### src/rtl/serial_pkg.sv
// serial_pkg: shared definitions for the bit-serial operand feeder.
//   state_e          - FSM states of serial_operand_shifter (IDLE, SHIFT)
//   SERIAL_MAX_WIDTH - default largest operand length in bits
//   serial_len_w()   - width needed to hold a length of 0..max_width
package serial_pkg;

    typedef enum logic {
        IDLE  = 1'b0,
        SHIFT = 1'b1
    } state_e;

    localparam int SERIAL_MAX_WIDTH = 8;

    function automatic int serial_len_w(input int max_width);
        return $clog2(max_width) + 1;
    endfunction

endpackage

### src/rtl/piso_shift_reg.sv
// piso_shift_reg: parallel-in, serial-out shift register, LSB first.
// Ports:
//   clk_i   - clock, rising edge
//   rst_i   - synchronous active-high reset, clears the register
//   load_i  - load data_i (has priority over shift_i)
//   shift_i - shift right by one, zero enters at the MSB
//   data_i  - parallel load value
//   ser_o   - serial output, always bit 0 of the register
module piso_shift_reg
    import serial_pkg::*;
#(
    parameter int WIDTH = SERIAL_MAX_WIDTH
) (
    input  logic             clk_i,
    input  logic             rst_i,
    input  logic             load_i,
    input  logic             shift_i,
    input  logic [WIDTH-1:0] data_i,
    output logic             ser_o
);

    logic [WIDTH-1:0] sr_q;
    logic [WIDTH-1:0] sr_d;

    always_comb begin
        sr_d = sr_q;
        if (load_i) begin
            sr_d = data_i;
        end else if (shift_i) begin
            sr_d = {1'b0, sr_q[WIDTH-1:1]};
        end
    end

    always_ff @(posedge clk_i) begin
        if (rst_i) begin
            sr_q <= '0;
        end else begin
            sr_q <= sr_d;
        end
    end

    assign ser_o = sr_q[0];

endmodule

### src/rtl/serial_operand_shifter.sv
// serial_operand_shifter: feeds a bit-serial adder. Accepts two parallel
// operands, an initial carry and a length through valid/ready, then streams
// the operands LSB-first one bit per clock. Holds the adder's reset high
// between operations so every addition starts from a cleared carry.
//
// Optional build macro SERIAL_SHIFTER_EXTRA_BIT_EN: appends one zero bit
// after the operand bits so the adder's final carry reaches its sum output;
// last_bit then marks that extra cycle.
//
// Ports:
//   clk, reset            - clock and synchronous active-high reset
//   in_valid / in_ready   - operand handshake (in_ready only in IDLE)
//   op_a, op_b            - operands, bit 0 = LSB
//   op_cin                - initial carry, driven on bit 0 only
//   op_len                - bits to stream; 0 or > MAX_WIDTH means MAX_WIDTH
//   abort                 - cancel the stream in progress
//   a, b, cin             - serial bits to the adder
//   adder_reset           - reset for the downstream adder
//   bit_valid             - a/b/cin carry a live bit
//   first_bit, last_bit   - marks on the first / final streamed bit
//   done, aborted         - one-cycle pulses after completion / abort
module serial_operand_shifter
    import serial_pkg::*;
#(
    parameter int MAX_WIDTH = SERIAL_MAX_WIDTH,
    parameter int LEN_W     = serial_len_w(MAX_WIDTH)
) (
    input  logic                 clk,
    input  logic                 reset,
    input  logic                 in_valid,
    output logic                 in_ready,
    input  logic [MAX_WIDTH-1:0] op_a,
    input  logic [MAX_WIDTH-1:0] op_b,
    input  logic                 op_cin,
    input  logic [LEN_W-1:0]     op_len,
    input  logic                 abort,
    output logic                 a,
    output logic                 b,
    output logic                 cin,
    output logic                 adder_reset,
    output logic                 bit_valid,
    output logic                 first_bit,
    output logic                 last_bit,
    output logic                 done,
    output logic                 aborted
);

    state_e               state_q, state_d;
    logic [LEN_W-1:0]     cnt_q, cnt_d;
    logic [LEN_W-1:0]     last_idx_q, last_idx_d;
    logic                 cin_q, cin_d;
    logic                 bit_valid_q, bit_valid_d;
    logic                 first_q, first_d;
    logic                 last_q, last_d;
    logic                 done_q, done_d;
    logic                 aborted_q, aborted_d;
    logic                 adder_reset_q, adder_reset_d;

    logic                 hs;
    logic                 load_en;
    logic                 shift_en;
    logic [LEN_W-1:0]     eff_len;
    logic [LEN_W-1:0]     new_last;
    logic [LEN_W-1:0]     cnt_nxt;
    logic [MAX_WIDTH-1:0] load_mask;

    assign in_ready = (state_q == IDLE) && !reset;
    assign hs       = in_valid && in_ready;
    assign cnt_nxt  = cnt_q + 1'b1;

    // Effective length, index of the final streamed bit, and a mask that
    // zeroes operand bits above the length. The mask keeps the serial outputs
    // at zero once the real bits are exhausted, which also provides the zero
    // operands of the optional extra cycle.
    always_comb begin
        if (op_len == '0 || int'(op_len) > MAX_WIDTH) begin
            eff_len = LEN_W'(MAX_WIDTH);
        end else begin
            eff_len = op_len;
        end
`ifdef SERIAL_SHIFTER_EXTRA_BIT_EN
        new_last = eff_len;
`else
        new_last = eff_len - 1'b1;
`endif
        load_mask = '0;
        for (int i = 0; i < MAX_WIDTH; i++) begin
            load_mask[i] = (i < int'(eff_len));
        end
    end

    always_comb begin
        state_d       = state_q;
        cnt_d         = cnt_q;
        last_idx_d    = last_idx_q;
        cin_d         = 1'b0;
        bit_valid_d   = 1'b0;
        first_d       = 1'b0;
        last_d        = 1'b0;
        done_d        = 1'b0;
        aborted_d     = 1'b0;
        adder_reset_d = 1'b1;
        load_en       = 1'b0;
        shift_en      = 1'b0;

        case (state_q)
            IDLE: begin
                if (hs) begin
                    load_en       = 1'b1;
                    state_d       = SHIFT;
                    cnt_d         = '0;
                    last_idx_d    = new_last;
                    cin_d         = op_cin;
                    bit_valid_d   = 1'b1;
                    first_d       = 1'b1;
                    last_d        = (new_last == '0);
                    adder_reset_d = 1'b0;
                end
            end
            SHIFT: begin
                shift_en = 1'b1;
                if (abort) begin
                    // Abort wins even over the final bit: no done pulse.
                    state_d   = IDLE;
                    aborted_d = 1'b1;
                end else if (cnt_q == last_idx_q) begin
                    state_d = IDLE;
                    done_d  = 1'b1;
                end else begin
                    cnt_d         = cnt_nxt;
                    bit_valid_d   = 1'b1;
                    last_d        = (cnt_nxt == last_idx_q);
                    adder_reset_d = 1'b0;
                end
            end
            default: begin
                state_d = IDLE;
            end
        endcase
    end

    always_ff @(posedge clk) begin
        if (reset) begin
            state_q       <= IDLE;
            cnt_q         <= '0;
            last_idx_q    <= '0;
            cin_q         <= 1'b0;
            bit_valid_q   <= 1'b0;
            first_q       <= 1'b0;
            last_q        <= 1'b0;
            done_q        <= 1'b0;
            aborted_q     <= 1'b0;
            adder_reset_q <= 1'b1;
        end else begin
            state_q       <= state_d;
            cnt_q         <= cnt_d;
            last_idx_q    <= last_idx_d;
            cin_q         <= cin_d;
            bit_valid_q   <= bit_valid_d;
            first_q       <= first_d;
            last_q        <= last_d;
            done_q        <= done_d;
            aborted_q     <= aborted_d;
            adder_reset_q <= adder_reset_d;
        end
    end

    piso_shift_reg #(.WIDTH(MAX_WIDTH)) u_sr_a (
        .clk_i   (clk),
        .rst_i   (reset),
        .load_i  (load_en),
        .shift_i (shift_en),
        .data_i  (op_a & load_mask),
        .ser_o   (a)
    );

    piso_shift_reg #(.WIDTH(MAX_WIDTH)) u_sr_b (
        .clk_i   (clk),
        .rst_i   (reset),
        .load_i  (load_en),
        .shift_i (shift_en),
        .data_i  (op_b & load_mask),
        .ser_o   (b)
    );

    assign cin         = cin_q;
    assign bit_valid   = bit_valid_q;
    assign first_bit   = first_q;
    assign last_bit    = last_q;
    assign done        = done_q;
    assign aborted     = aborted_q;
    assign adder_reset = adder_reset_q;

endmodule

### config.mk
export PLATFORM = sky130hd
export DESIGN_NAME = serial_operand_shifter
export DESIGN_NICKNAME = d
export VERILOG_FILES = /design/src/rtl/serial_pkg.sv /design/src/rtl/piso_shift_reg.sv /design/src/rtl/serial_operand_shifter.sv
export SDC_FILE = /design/constraint.sdc
export NUM_CORES = 1
export LEC_CHECK = 0
export ABC_AREA = 1
export CORE_MARGIN = 4
export CORE_UTILIZATION = 49
export CTS_CLUSTER_SIZE = 25
export DETAILED_ROUTE_END_ITERATION = 16
export GPL_TIMING_DRIVEN = 0
export MAX_ROUTING_LAYER = met4
export PLACE_DENSITY = 0.84
export SLEW_MARGIN = 20
export SYNTH_ARGS = -nofsm -noshare
export SYNTH_HDL_FRONTEND = slang
export SYNTH_SLANG_ARGS = --single-unit
### constraint.sdc
create_clock -name clk -period 1.5 [get_ports clk]
set_clock_uncertainty 0.1 [all_clocks]
set_input_delay 0.3 -clock clk [delete_from_list [all_inputs] [get_ports clk]]
set_output_delay 0.3 -clock clk [all_outputs]
set_load 0.03 [all_outputs]
==> flow_summary.json, run 1 <==
{
  "setup-violations-final": 0,
  "initial_core_util_pct": 51.3,
  "die_h_um": 64.5,
  "worstHoldStart": "reset",
  "drive_above_1_share_pct": 17.8,
  "grt_usage_pct": 18.8,
  "synth_top_family_by_area": "simple AND/OR/NAND/NOR gates",
  "synth_nets": 245,
  "fmax_mhz": 672,
  "clkLatencyLatePin_ns": 0.33,
  "path_clk_slew_ns": 0.09,
  "synth.avg_cell_area_um2": 7.31,
  "ys_ff_latch": 31,
  "yosysTopAreaCell": "dfxtp_1",
  "required_ns": 1.66,
  "outcome": "completed",
  "holdBufCountCts": 0,
  "grt_max_degree": 11,
  "cts.path.max_buffers": 2,
  "ant_nets": 0,
  "coreArea_um2": 3050,
  "holdWs_ns": 0.343,
  "fin_crit_ns": 1.49,
  "grt_pass1_vias": 1411,
  "hold_violations": 0,
  "muxShareOfSynthArea_pct": 0,
  "synth_seq_area_share_pct": 39.6,
  "hold_path_class": "input port to flip-flop",
  "synthAdderAreaFrac_pct": 4.80,
  "std_cell_rows": 20,
  "worstSetupStartpoint": "op_len[1]",
  "synth.top_cells.by_count": "nand2_1 (52), dfxtp_1 (31), inv_1 (23), nor2_1 (23), a21oi_1 (22)",
  "power_density_nw_per_um2": 833,
  "routed_wl_um": 3820,
  "synthSimpleGateAreaFrac_pct": 27.1,
  "yosysUniqueCellTypes": 23,
  "cts_made_buffers": 5,
  "rsz0062_at_grt": "yes",
  "worstSetupPathType": "input port to flip-flop",
  "cp-start-kind": "input port",
  "yosysMostFrequentCell": "nand2_1",
  "syn_inst": 214,
  "ys_warn_count": 0,
  "area_growth_pct": 33.8,
  "place.port_buffers": 34,
  "synth_top_area_share_pct": 39.6,
  "synth-xor-area-share_pct": 1.68,
  "drt_pre_antenna_iters": 4,
  "fin_crit_sh_pct": 99.3,
  "fin_ws_ns": 0.0110,
  "htree_num_levels": 2,
  "worstSetupEndpointType": "flip-flop",
  "die_width_um": 64.5,
  "root_buffer": "clkbuf_4",
  "cts_tree": "yes",
  "antenna_found_initial": 0,
  "slew_headroom_pct": 72.5,
  "r2r_start": "cnt_q[2]",
  "die_area_um2": 4160,
  "yosys-top-cells-area": "dfxtp_1 (40%), nand2_1 (12%), a21oi_1 (7.0%)",
  "async_reset_ff_share_pct": 0,
  "synth_edf_count": 0,
  "place_ws_ns": -0.648,
  "cp.arrival_ns": 1.65,
  "p_total_w": 0.00174,
  "p_leak_nw": 0.943,
  "routed-via-count": 1533,
  "clock_sinks": 31,
  "drt_iter0_drc": 66,
  "nets": 289,
  "antenna_cells": 0,
  "worst_pin_slew_ns": 0.412,
  "wire_per_inst_um": 12.6,
  "route.detailed.drc": 0,
  "gp_congestion": 0.844,
  "cap_violations": 0,
  "synthFlopType": "dfxtp_1",
  "synth_compound_area_share_pct": 16.9,
  "dp_hpwl_um": 2730,
  "crit_fanout": 4,
  "drv_slew": 0,
  "synth.cell_area_um2": 1570,
  "gr-total-overflow": 0,
  "io-pin-count": 35,
  "ir_drop_uv": 725,
  "routed_via_density": 5.06,
  "grt_first_pass_wirelength_um": 5970
}
[per-stage QoR]
step | cells | utilization (%) | cell area [µm²] | TNS [ns]
floorplan | 214 | - | 1570 | 0
detailed placement | 292 | 64.2 | 1960 | -9.10
global placement | 292 | 64.2 | 1960 | -8.48
global route | 303 | 68.6 | 2090 | -0.109
finish | 303 | 68.6 | 2090 | 0
CTS | 301 | 66.9 | 2040 | 0
[logic make-up (layout without fill, tap and decap cells)]
family | after synthesis | count (layout)
flip-flops | 31 | 31
XOR/XNOR | 3 | 3
buffers and inverters | 34 | 79
adder cells (fa/ha/maj) | 6 | 6
AO/OA/AOI/OAI | 43 | 43
AND/OR/NAND/NOR | 97 | 97
[cell type report]
type	instances	area (µm²)
Inverter	27	101
Timing Repair Buffer	37	349
Clock inverter	1	5.00
Tap cell	44	55.1
Buffer	7	52.6
Sequential cell	31	627
Clock buffer	7	45.0
Multi-Input combinational cell	149	860
Fill cell	270	958
[per-layer routing]
metal	up-vias	GRT usage, %	wire (µm)
met3	6	4.68	149
li1	790	-	-
met2	38	33.8	2050
met4	0	6.33	48
met1	699	20.2	1580
met5	-	-	0
[placed cells by master, fill, tap and decap left out, types with 2 or more instances in the layout]
cell / n
nor3_1: 2
dfxtp_2: 2
dfxtp_1: 28
xor2_1: 2
o221ai_1: 12
nor2_1: 21
nand4_1: 2
inv_2: 7
ha_1: 4
clkdlybuf4s50_1: 21
dlygate4sd2_1: 7
nand2_1: 50
clkbuf_4: 5
clkbuf_1: 3
a21oi_2: 2
nand3_1: 9
buf_2: 4
nor2_2: 3
nor2_4: 4
buf_6: 3
a21oi_1: 20
buf_4: 4
o211ai_1: 2
o21ai_0: 6
inv_1: 20
clkdlybuf4s15_1: 3
nand2_4: 2
ha_4: 2
nand2_2: 3
[worst max-delay path, stage by stage]
cell and delay [ns]:
clkdlybuf4s50_1 0.47, inv_1 0.06, nor2_2 0.12, inv_2 0.09, ha_4 0.18, xnor2_2 0.14
nor2_4 0.09, nand2_1 0.05, a21oi_1 0.14
[where the power goes]
part           internal [W]  total [W]  switching [W]
logic              0.000171   0.000380       0.000208
clock network      0.000182   0.000456       0.000274
registers          0.000874   0.000908      0.0000334
[sequential cells by signal, indices dropped and copies added (netlist names), 4 cells and up]
register	count
u_sr_a.sr_q	8
last_idx_q	4
cnt_q	4
u_sr_b.sr_q	8
[worst paths after layout]
| path | end | slack (ns) | cells after the start |
|---|---|---|---|
| setup / recovery | last_bit | 0.01 | 9 |
| hold / removal | cnt_q[1] | 0.34 | 2 |
| setup reg to reg | cnt_q[3] | 0.13 | 8 |
| hold reg to reg | u_sr_a.sr_q[7] | 0.39 | 2 |
[timing repair]
item | in CTS | in global routing
pin swaps | 1 | 5
setup buffers | 1 | 2
gates resized for setup | 29 | 18
setup endpoints to repair | 17 | 19
Note: power is estimated with default switching activity, not from simulation.
==> run 2: changes to the inputs <==
- PLACE_DENSITY: 0.84 -> 0.83
==> run 2 against run 1 <==
Effect of this change: the flow now finishes with violations (setup timing); largest power group unchanged; largest cell class unchanged; final cell count did not move; critical endpoint unchanged; highest routed layer unchanged; final area barely moved; via count grew 1.2%; clock power grew 21%; critical path depth unchanged; sequential power about the same.
==> flow_summary.json, run 2 (synthesis results as in run 1) <==
{
  "antenna_cells": 0,
  "fmax_mhz": 666,
  "rsz0062_at_grt": "yes",
  "die_area_um2": 4160,
  "routed_via_density": 5.12,
  "routed-via-count": 1552,
  "fin_crit_ns": 1.50,
  "worst_pin_slew_ns": 0.392,
  "coreArea_um2": 3050,
  "worstSetupEndpointType": "flip-flop",
  "gp_congestion": 0.818,
  "ir_drop_uv": 693,
  "wire_per_inst_um": 12.3,
  "clkLatencyLatePin_ns": 0.34,
  "outcome": "complete, but fails checks",
  "grt_pass1_vias": 1407,
  "drive_above_1_share_pct": 17.8,
  "die_width_um": 64.5,
  "grt_usage_pct": 19.9,
  "slew_headroom_pct": 73.8,
  "setup-violations-final": 1,
  "regArea_um2": 628,
  "gr-total-overflow": 0,
  "area_growth_pct": 33.9,
  "drt_iter0_drc": 51,
  "violations": "setup timing",
  "place.port_buffers": 34,
  "layout_commonest_cell": "nand2_1",
  "root_buffer": "clkbuf_4",
  "fin_ws_ns": -0.000708,
  "multi_input_area_um2": 842,
  "crit_fanout": 4,
  "grt_max_degree": 11,
  "route.detailed.drc": 0,
  "num-fill-cells": 280,
  "hold_path_class": "input port to flip-flop",
  "hold-path-cell-count": 2,
  "worstSetupPathType": "input port to flip-flop",
  "cap_violations": 0,
  "grt_first_pass_wirelength_um": 6130,
  "nets": 289,
  "fin_crit_sh_pct": 100,
  "drt_pre_antenna_iters": 4,
  "holdBufCountCts": 0,
  "reg.largest.list": "u_sr_a.sr_q (8), u_sr_b.sr_q (8)",
  "die_h_um": 64.5,
  "antenna_found_initial": 0,
  "utilization_pct": 68.6,
  "cts_made_buffers": 5,
  "p_leak_nw": 0.957,
  "drv_slew": 0,
  "htree_num_levels": 2,
  "hold_violations": 0,
  "initial_core_util_pct": 51.3,
  "clock_sinks": 31,
  "r2r_cells": 9,
  "path_clk_slew_ns": 0.09,
  "std_cell_rows": 20,
  "cp-start-kind": "input port",
  "place_ws_ns": -0.649,
  "cts.path.max_buffers": 2,
  "dp_hpwl_um": 2680,
  "required_ns": 1.66,
  "cts_tree": "yes",
  "routed_wl_um": 3740,
  "cp.arrival_ns": 1.67,
  "io-pin-count": 35,
  "power_density_nw_per_um2": 875,
  "final_cell_mix": "nand2_1 (52), dfxtp_1 (27), a21oi_1 (22)",
  "ant_nets": 0
}
-- run 2: where the power goes --
part	leakage (nW)	internal [W]	switching [W]	total, W
registers	0.256	0.000875	0.0000330	0.000908
clock network	0.0386	0.000275	0.000278	0.000553
logic	0.662	0.000168	0.000205	0.000373
-- run 2: final cells by class --
type	count	area share, %
multi-input cells	149	40.2
flip-flops and latches	31	30.0
repair buffers	37	16.6
inverters	27	4.84
clock buffers	8	3.28
well taps	44	2.63
plain buffers	7	2.51
-- run 2: per-layer routing --
metal  wire (µm)  vias to the layer above  track usage (%)
li1            -                      793                -
met4          82                        0             9.76
met3         210                        7             6.07
met5           0                        -                -
met2        1940                       45             33.6
met1        1500                      707             21.1
-- run 2: repair_timing --
action / 4_1_cts / 5_1_grt
endpoints found under the setup margin: 18 / 22
pin swaps: 0 / 3
setup buffers: 0 / 3
gates resized for setup: 27 / 21
-- run 2: stage by stage --
step / instance area (µm²) / hold slack [ns] / setup TNS [ns] / std cells / total power [W]
final: 2100 / 0.341 / -0.000708 / 303 / 0.00183
after global routing: 2100 / 0.356 / -0.0340 / 303 / 0.00194
after CTS: 2040 / 0.326 / 0 / 300 / 0.00184
after detailed placement: 1960 / 0.361 / -8.93 / 292 / 0.00128
after global placement: 1960 / 0.362 / -8.54 / 292 / 0.00128
after floorplan: 1570 / 0.269 / 0 / 214 / 0.00114
-- run 2: critical path: stages --
cell and delay (ns):
clkdlybuf4s50_1 0.47, inv_1 0.06, nor2_2 0.12, inv_2 0.09
ha_4 0.18, xnor2_2 0.15, nor2_4 0.10, nand2_1 0.06
a21oi_1 0.14
-- run 2: path summary, 6_finish.rpt --
check                                 endpoint  slack [ns]      startpoint
worst max-delay path                  last_bit     -0.0007       op_len[1]
worst min-delay path                  cnt_q[1]        0.34           reset
worst max register to register        last_bit        0.13        cnt_q[0]
worst min register to register  u_sr_a.sr_q[7]        0.37  u_sr_a.sr_q[7]
